--- src/rtl/ps2_frame_rx.sv ---
// PS/2 device-to-host frame receiver: synchronizes and deglitches the PS/2 clock,
// samples data on filtered falling edges, checks odd parity and stop bit.
module ps2_frame_rx #(
    parameter int SYNC_STAGES    = 2,
    parameter int FILTER_LEN     = 8,
    parameter int TIMEOUT_CYCLES = 200000
) (
    input  logic       clk_100mhz,
    input  logic       rst,
    input  logic       kbd_clk,
    input  logic       kbd_data,
    output logic [7:0] data,
    output logic       done,
    output logic       err
);

    localparam int FW = $clog2(FILTER_LEN + 1);
    localparam int TW = $clog2(TIMEOUT_CYCLES + 1);

    typedef enum logic [1:0] {
        ST_IDLE   = 2'd0,
        ST_DATA   = 2'd1,
        ST_PARITY = 2'd2,
        ST_STOP   = 2'd3
    } state_t;

    logic [SYNC_STAGES-1:0] clk_sync_q, clk_sync_d;
    logic [SYNC_STAGES-1:0] dat_sync_q, dat_sync_d;
    logic                   clk_s, dat_s;

    logic                   filt_q, filt_d;
    logic [FW-1:0]          filt_cnt_q, filt_cnt_d;
    logic                   fall;

    state_t                 state_q, state_d;
    logic [2:0]             bit_cnt_q, bit_cnt_d;
    logic [7:0]             shift_q, shift_d;
    logic                   par_q, par_d;
    logic [TW-1:0]          tout_q, tout_d;
    logic [7:0]             data_q, data_d;
    logic                   done_q, done_d;
    logic                   err_q, err_d;

    always_comb begin
        clk_sync_d = {clk_sync_q[SYNC_STAGES-2:0], kbd_clk};
        dat_sync_d = {dat_sync_q[SYNC_STAGES-2:0], kbd_data};
    end

    assign clk_s = clk_sync_q[SYNC_STAGES-1];
    assign dat_s = dat_sync_q[SYNC_STAGES-1];

    // The filtered clock flips only once FILTER_LEN samples in a row disagree with it.
    always_comb begin
        filt_d     = filt_q;
        filt_cnt_d = '0;
        if (clk_s != filt_q) begin
            if (filt_cnt_q == FW'(FILTER_LEN - 1)) begin
                filt_d = clk_s;
            end else begin
                filt_cnt_d = filt_cnt_q + FW'(1);
            end
        end
    end

    assign fall = filt_q & ~filt_d;

    always_comb begin
        state_d   = state_q;
        bit_cnt_d = bit_cnt_q;
        shift_d   = shift_q;
        par_d     = par_q;
        tout_d    = tout_q;
        data_d    = data_q;
        done_d    = 1'b0;
        err_d     = 1'b0;

        case (state_q)
            ST_IDLE: begin
                tout_d    = '0;
                bit_cnt_d = 3'd0;
                if (fall && !dat_s) begin
                    state_d = ST_DATA;
                end
            end
            ST_DATA: begin
                if (fall) begin
                    shift_d = {dat_s, shift_q[7:1]};
                    if (bit_cnt_q == 3'd7) begin
                        bit_cnt_d = 3'd0;
                        state_d   = ST_PARITY;
                    end else begin
                        bit_cnt_d = bit_cnt_q + 3'd1;
                    end
                end
            end
            ST_PARITY: begin
                if (fall) begin
                    par_d   = dat_s;
                    state_d = ST_STOP;
                end
            end
            ST_STOP: begin
                if (fall) begin
                    state_d = ST_IDLE;
                    if (dat_s && (^{shift_q, par_q})) begin
                        data_d = shift_q;
                        done_d = 1'b1;
                    end else begin
                        err_d = 1'b1;
                    end
                end
            end
            default: state_d = ST_IDLE;
        endcase

        // A sample event in the same cycle as the timeout keeps the frame alive.
        if (state_q != ST_IDLE) begin
            if (fall) begin
                tout_d = '0;
            end else if (tout_q == TW'(TIMEOUT_CYCLES - 1)) begin
                state_d   = ST_IDLE;
                bit_cnt_d = 3'd0;
                tout_d    = '0;
                err_d     = 1'b1;
            end else begin
                tout_d = tout_q + TW'(1);
            end
        end
    end

    always_ff @(posedge clk_100mhz or posedge rst) begin
        if (rst) begin
            clk_sync_q <= '1;
            dat_sync_q <= '1;
            filt_q     <= 1'b1;
            filt_cnt_q <= '0;
            state_q    <= ST_IDLE;
            bit_cnt_q  <= 3'd0;
            shift_q    <= 8'h00;
            par_q      <= 1'b0;
            tout_q     <= '0;
            data_q     <= 8'h00;
            done_q     <= 1'b0;
            err_q      <= 1'b0;
        end else begin
            clk_sync_q <= clk_sync_d;
            dat_sync_q <= dat_sync_d;
            filt_q     <= filt_d;
            filt_cnt_q <= filt_cnt_d;
            state_q    <= state_d;
            bit_cnt_q  <= bit_cnt_d;
            shift_q    <= shift_d;
            par_q      <= par_d;
            tout_q     <= tout_d;
            data_q     <= data_d;
            done_q     <= done_d;
            err_q      <= err_d;
        end
    end

    assign data = data_q;
    assign done = done_q;
    assign err  = err_q;

endmodule

--- config.mk ---
export PLATFORM = sky130hd
export DESIGN_NAME = ps2_frame_rx
export DESIGN_NICKNAME = d
export VERILOG_FILES = /design/src/rtl/ps2_frame_rx.sv
export SDC_FILE = /design/constraint.sdc
export NUM_CORES = 1
export LEC_CHECK = 0
export CAP_MARGIN = 20
export CORE_UTILIZATION = 55
export CTS_BUF_LIST = sky130_fd_sc_hd__clkbuf_16
export DETAILED_ROUTE_END_ITERATION = 16
export PLACE_DENSITY_LB_ADDON = 0.15
export SLEW_MARGIN = 10
export SYNTH_ARGS = -nofsm -noshare
export SYNTH_HDL_FRONTEND = slang
export SYNTH_SLANG_ARGS = --single-unit
export TNS_END_PERCENT = 10
--- constraint.sdc ---
create_clock -name clk_100mhz -period 2.9 [get_ports clk_100mhz]
set_input_delay 0.87 -clock clk_100mhz [delete_from_list [all_inputs] [get_ports clk_100mhz]]
set_output_delay 0.87 -clock clk_100mhz [all_outputs]
set_load 0.01 [all_outputs]
# Word level (Yosys, flattened, before mapping)
# Cells that the tools add are included.
# totals
regBits	51
latchBits	0
ram_bits	0
mem_bits_ro	0
input_bits	4
output_inout_bits	10
word_cells	66
mem_count	0
# op_classes
addsub	3
n_mul	0
div_mod_pow	0
order_cmp	0
n_eq_ne	7
shifts	0
mux	32
bitwise_logic	2
reduce_logical	10
# op_table
op	n
18-bit 2-to-1 mux	4
18-bit by 1-bit adder with 18-bit output, second input constant	1
18-bit equality test, second input constant	1
2-bit 2-to-1 mux	8
3-bit 2-to-1 mux	5
1-bit 2-to-1 mux	11
9-bit XOR reduction	1
4-bit 2-to-1 mux	2
2-bit one-hot mux with 4 select lines	1
3-bit one-hot mux with 2 select lines	1
4-bit by 1-bit adder with 4-bit output, second input constant	1
2-bit equality test, second input constant	2
4-bit by 3-bit equality test with 1-bit output, second input constant	1
2-bit AND reduction	2
2-bit nonzero test	2
3-bit by 1-bit adder with 3-bit output, second input constant	1
3-bit equality test, second input constant	1
3-bit AND reduction	1
2-bit by 1-bit equality test with 1-bit output, second input constant	1
1-bit logical AND	2
2-bit zero test	1
1-bit AND	1
1-bit zero test	1
1-bit != test	1
1-bit NOT	1

# Logic depth before layout (Yosys ltp)
# Gate-level depths: netlist of the first run.
# logic_depth
ltp_word	11
depth_mapped	7
depth_no_buf	6

# Worst setup path before layout of the first run
# No wires, ideal clock.
# synth_path
path_kind	register -> register
start	register shift_q[7]
end	register data_q[0] (netlist: data[0])
setup_time_ps	125
arrival_ps	1764
required_ps	2775
slack_ps	1011
stages_incl_launch_ff	7
n_path_buf	1
period_less_slack_ps	1889
cell_sequence	dfrtp_1 xor2_1 xnor3_1 mux2i_1 and4_1 buf_6 mux2_4
# synth_between
elab_chain_len	3
# synth_lines
item	line_no	rtl
start, declared	37	logic [7:0] shift_q, shift_d;
start signal, assigned	152	shift_q <= shift_d;
9-bit XOR reduction	105	if (dat_s && (^{shift_q, par_q})) begin
1-bit logical AND	105	
3-bit AND reduction (no source line)	n/a	
end signal, assigned	155	data_q <= data_d;
end, declared	40	logic [7:0] data_q, data_d;
# No other way between the ends.
# A chain may end at the register's enable or synchronous reset.

# Worst setup path after layout of the first run
# layout_path
start	register filt_cnt_q[0]
end	register data_q[2] (netlist: data[2])
# layout_between
elab_chain_len	6
# layout_lines
item	line_no	rtl
start, declared	32	logic [FW-1:0] filt_cnt_q, filt_cnt_d;
start signal, assigned	149	filt_cnt_q <= filt_cnt_d;
4-bit by 3-bit equality test with 1-bit output	57	if (filt_cnt_q == FW'(FILTER_LEN - 1)) begin
1-bit 2-to-1 mux	57	
1-bit 2-to-1 mux	56	if (clk_s != filt_q) begin
1-bit NOT	65	assign fall = filt_q & ~filt_d;
1-bit AND	65	
3-bit AND reduction (no source line)	n/a	
# No other way between the ends.

==> results of run 1 <==
critical path, delay by kind of cell, from the launching register on:
family	cells	cell delay (ns)
fa+ha+maj	1	0.22
flops	1	0.37
mux	1	0.34
simple gates	3	1.15
registers in the layout, summed over array words and instances, names as in the netlist, 2 cells and up:
signal	count
bit_cnt_q	3
clk_sync_q	2
dat_sync_q	2
data	8
filt_cnt_q	4
shift_q	8
state_q	2
tout_q	18
layout make-up:
type	count	share of cell area, %
multi-input combinational	132	37.3
clock inverter	3	1.46
clock buffer	5	4.70
tap	50	2.35
inverter	6	0.846
timing repair buffer	14	5.17
sequential	51	48.2
synth_stat cells, types with 2 or more instances:
master	number	share of area, %
inv_1	6	0.96
and4_1	3	1.1
a21oi_1	2	0.43
and3_1	2	0.53
xor2_1	10	3.7
o21ai_0	4	0.85
buf_2	5	1.1
mux2_4	8	5.1
a22o_1	2	0.75
nand4_1	3	0.80
xnor2_1	11	4.1
nand3_1	11	2.4
mux2_2	10	4.8
nor3_1	5	1.1
o211ai_1	4	1.3
dfstp_2	5	5.6
nand2_1	7	1.1
clkbuf_1	2	0.32
and3b_1	2	0.75
xnor3_1	2	1.9
nor2_1	24	3.8
ha_1	4	2.1
dfrtp_1	46	49
per-layer routing:
layer,up-vias,global-route usage [%]
met2,28,30.9
met3,6,5.57
li1,708,-
met1,718,24.0
met4,0,6.38
met5,-,0
how the worst max path moves through the flow:
stage	start	end	slack (ns)	cells after the start
after floorplan	rst	bit_cnt_q[0]	0.81	1
after global placement	shift_q[1]	data[5]	0.76	5
after detailed placement	filt_cnt_q[0]	data[2]	0.68	5
after CTS	shift_q[4]	data[2]	0.66	5
after global routing	filt_cnt_q[0]	data[6]	0.54	5
final	filt_cnt_q[0]	data[2]	0.70	5
kinds of logic after synthesis:
family / after synthesis / synth area share [%]
DFF: 51 / 54.8
and+or+nand+nor: 68 / 14.9
xor gates and xnor gates: 23 / 9.78
muxes: 19 / 10.4
adders and majority gates: 4 / 2.14
buffers and inverters: 14 / 2.83
AOI/OAI and AO/OA: 18 / 5.24
per-stage QoR:
stage | cell area [um2] | power, mW | utilization, % | cells | hold slack [ns]
2_1_floorplan | 2340 | 0.826 | - | 197 | 0.345
3_3_place_gp | 2500 | 0.842 | 61.6 | 253 | 0.345
3_5_place_dp | 2500 | 0.849 | 61.6 | 253 | 0.347
4_1_cts | 2660 | 1.50 | 65.6 | 261 | 0.356
5_1_grt | 2660 | 1.54 | 65.6 | 261 | 0.364
6_report | 2660 | 1.48 | 65.6 | 261 | 0.355
report_power, final:
group / leakage [nW] / internal [mW] / switching [mW]
logic: 0.398 / 0.0313 / 0.0375
clock network: 0.0812 / 0.402 / 0.243
registers: 0.693 / 0.744 / 0.0210
total: 1.17 / 1.18 / 0.301
==> results.cfg, run 1 <==
[die]
pin_count = 14
coreArea_um2 = 4060
die-area_um2 = 4520
rows = 23
die_y_um = 67.3
die_width_um = 67.3
start_util_pct = 57.7

[synthesis]
ys.flop_type = dfrtp_1
netlist_area_um2 = 2340
ys_seq_elements = 51
synth-edff-count = 0
yosys_warnings = 0
synthCells = 197
synth_nets = 205
yosysUniqueCellTypes = 42
yosysSeqAreaShare_pct = 54.8
syn_avg_cell_area_um2 = 11.9
async_reset_ff_share_pct = 100

[cells_and_area]
multiInputGateArea_um2 = 993
area_delta_synth_final_pct = 13.7
drive_gt1_share_pct = 16.1
nets = 218
n_antenna_cell = 0
final_common_cell = dfrtp_1
nFillCells = 304
register_area_um2 = 1280
final_cell_mix = dfrtp_1, nor2_1, clkdlybuf4s50_1, xnor2_1, nand3_1

[setup_path]
cp_cell_sequence = ha_1 -> and3b_1 -> and3b_1 -> and4_1 -> mux2_4
path_max_fanout = 9
cp_slowest_cell = and4_1
critPathArrivalTime_ns = 2.37
end_kind = flip-flop
timing.rr.end = data[2]
crit_type = flip-flop to flip-flop
crit_top_cell = and3b_1
reg2reg_slack_ns = 0.70
required_ns = 3.07
slowest_delay_ns = 0.55
worstSetupStartpointType = flip-flop
reg2reg_depth = 5
r2r-start = filt_cnt_q[0]

[detailed_routing]
wl_met2_mm = 1.86
ant_nets = 0
met1_length_mm = 1.80
wl_met3_um = 126
wl_mm = 3.84
dr.pass1.iters = 4
vias_per_cell = 5.59
drc = 0
vias = 1460
drt_iter0_markers = 67
wire_per_inst_um = 14.7
topRoutingLayerUsed = met4

[place]
finalWeightedCongestion = 0.731
port_buffers = 13
dp_hpwl_mm = 2.67
dpl_worst_slack_ns = 0.679

[timing]
fin_crit_ns = 2.20
worst_clock_skew_ns = 0.00622
rsz0062_at_grt = no
tns_ns = 0
setup_ws_ns = 0.702
tightestPinTransition_ns = 0.754
finalCritPeriodShare_pct = 75.8
finalHoldViolations = 0
maxClockFrequency_mhz = 455
slew_headroom_pct = 49.7
setup-violations-final = 0
maxSlewViolCount = 0

[power]
p_per_area_nw_per_um2 = 555
peakVddDrop_v = 0.000289
power.leakage_nw = 1.17

[clock_network]
clkSinkCount = 51
cts_root_buffer = clkbuf_16
post_cts_buffers = 0
h-tree-depth = 2
cts_tree = built
worstSkewPairLatency_ns = 0.28
cts_buffers = 5
path_clk_slew_ns = 0.06
hold_buffers = 0
clock_path_buffers = 2
ctsResizeCount = 0

[run_status]
outcome = finished, final reports clean

[global_routing]
grt_max_degree = 52
antenna_found_initial = 0
grt_pass1_wl_mm = 6.31
overflow = 0
grt_util_all_layers_pct = 19.0
grt_pass1_vias = 1414

[worst_hold_path]
hold_class = flip-flop to flip-flop
min_to = clk_sync_q[1]
min_path_cells = 0
holdCritStartpoint = clk_sync_q[0]

[run]
cap_violations = 0
(Power assumes the default switching activity.)
==> run 2: changes to the inputs <==
==> constraint.sdc (replaced) <==
create_clock -name clk_100mhz -period 2.3 [get_ports clk_100mhz]
set_input_delay 0.69 -clock clk_100mhz [delete_from_list [all_inputs] [get_ports clk_100mhz]]
set_output_delay 0.69 -clock clk_100mhz [all_outputs]
set_load 0.01 [all_outputs]
==> run 2 against run 1 <==
Effect of this change:
- worst hold slack about the same
- highest routed layer unchanged
- design area up 1.8%
- maximum frequency up 5.6%
- power up 34%
- global-route usage up 1.3 points
- first-iteration DRC count up 18%
- sequential share of layout area down 0.87 points
- critical path depth up 1
- worst setup slack worse by 0.48 ns
- clock power up 44%
- via count up 1.5%
==> results.cfg, run 2 (synthesis results as in run 1) <==
[timing]
finalHoldViolations = 0
tightestPinTransition_ns = 0.755
finalCritPeriodShare_pct = 90.4
slew_headroom_pct = 49.6
worst_clock_skew_ns = 0.00678
rsz0062_at_grt = no
setup-violations-final = 0
fin_crit_ns = 2.08
maxSlewViolCount = 0
tns_ns = 0
setup_ws_ns = 0.220
maxClockFrequency_mhz = 481

[clock_network]
h-tree-depth = 2
path_clk_slew_ns = 0.06
worstSkewPairLatency_ns = 0.29
ctsResizeCount = 0
clkSinkCount = 51
cts_tree = built
cts_root_buffer = clkbuf_16
clock_path_buffers = 2
hold_buffers = 0
post_cts_buffers = 0
cts_buffers = 5

[detailed_routing]
drt_iter0_markers = 79
ant_nets = 0
drc = 0
dr.pass1.iters = 4
wire_per_inst_um = 14.6
wl_mm = 3.81
vias_per_cell = 5.66
vias = 1482

[global_routing]
grt_pass1_wl_mm = 6.66
antenna_found_initial = 0
grt_util_all_layers_pct = 20.2
grt_pass1_vias = 1533
grt_max_degree = 44
overflow = 0

[die]
coreArea_um2 = 4060
start_util_pct = 57.7
rows = 23
die_y_um = 67.3
die-area_um2 = 4520
die_width_um = 67.3
pin_count = 14

[cells_and_area]
area_delta_synth_final_pct = 15.8
layout.cells.non_filler = 262
final_cell_mix = dfrtp_1, nor2_1, clkdlybuf4s50_1, xnor2_1, nand3_1
nFillCells = 285
nets = 219
register_area_um2 = 1280
n_antenna_cell = 0
top_register = tout_q
largest_reg_flops = 18
multiInputGateArea_um2 = 993
drive_gt1_share_pct = 17.0
final_common_cell = dfrtp_1

[setup_path]
crit_type = flip-flop to flip-flop
worstSetupStartpointType = flip-flop
required_ns = 2.47
end_kind = flip-flop
path_max_fanout = 9
critPathArrivalTime_ns = 2.25

[run]
cap_violations = 0

[power]
p_per_area_nw_per_um2 = 733
p_sw_mw = 0.384
combPwrFrac_pct = 4.6
peakVddDrop_v = 0.000540
intPower_mw = 1.60
power.share.sequential_pct = 48.5
swShare_pct = 19.3
p_clk_share_pct = 46.9
power.leakage_nw = 1.19

[place]
place_inst = 254
dpl_worst_slack_ns = 0.205
port_buffers = 13
finalWeightedCongestion = 0.802
dp_hpwl_mm = 2.69

[worst_hold_path]
hold_class = flip-flop to flip-flop

[run_status]
outcome = finished, final reports clean
run 2: power groups by stage:
stage          Clock [mW]  Sequential (mW)  Combinational, mW
2_1_floorplan           0            0.974             0.0681
3_3_place_gp            0            0.977             0.0877
3_5_place_dp            0            0.981             0.0935
4_1_cts             0.951            0.964             0.0952
5_1_grt             0.990            0.969              0.107
6_report            0.932            0.964             0.0907
run 2: path summary, 6_finish.rpt:
path / startpoint / to / slack [ns] / cells after the start
setup reg to reg: filt_cnt_q[0] / shift_q[1] / 0.22 / 6
hold reg to reg: clk_sync_q[0] / clk_sync_q[1] / 0.36 / 0
setup / recovery: filt_cnt_q[0] / shift_q[1] / 0.22 / 6
hold / removal: clk_sync_q[0] / clk_sync_q[1] / 0.36 / 0
max in group asynchronous: rst / dat_sync_q[1] / 1.14 / 3
min in group asynchronous: rst / filt_cnt_q[2] / 0.63 / 2
run 2: final cells by class:
class                           instances  area share (%)
Sequential cell                        51            47.3
Multi-Input combinational cell        132            36.6
Timing Repair Buffer                   15            5.81
Clock buffer                            5            4.61
Clock inverter                          3            2.49
Tap cell                               50            2.31
Inverter                                6           0.831
run 2: critical path, cell delays in order, from the launching register on:
cell and delay, ns:
dfrtp_1 0.37, ha_1 0.22, and3b_1 0.24, nand3b_1 0.16
nor2_1 0.19, and2_1 0.40, mux2_2 0.39
run 2: per-stage QoR:
step | total power, mW | cell area [um2] | hold slack [ns] | utilization (%)
floorplan | 1.04 | 2340 | 0.345 | -
global placement | 1.06 | 2520 | 0.346 | 62.1
detailed placement | 1.07 | 2520 | 0.347 | 62.1
CTS | 2.01 | 2710 | 0.357 | 66.8
global route | 2.07 | 2710 | 0.362 | 66.8
finish | 1.99 | 2710 | 0.355 | 66.8
run 2: layer usage:
layer | GRT usage [%] | part of all wire, % | routed length (um) | vias to the layer above
met4 | 10.4 | 2.2 | 83 | 0
li1 | - | - | - | 711
met5 | 0 | 0 | 0 | -
met3 | 4.73 | 3.5 | 132 | 9
met1 | 24.4 | 45 | 1720 | 730
met2 | 33.6 | 49 | 1880 | 32
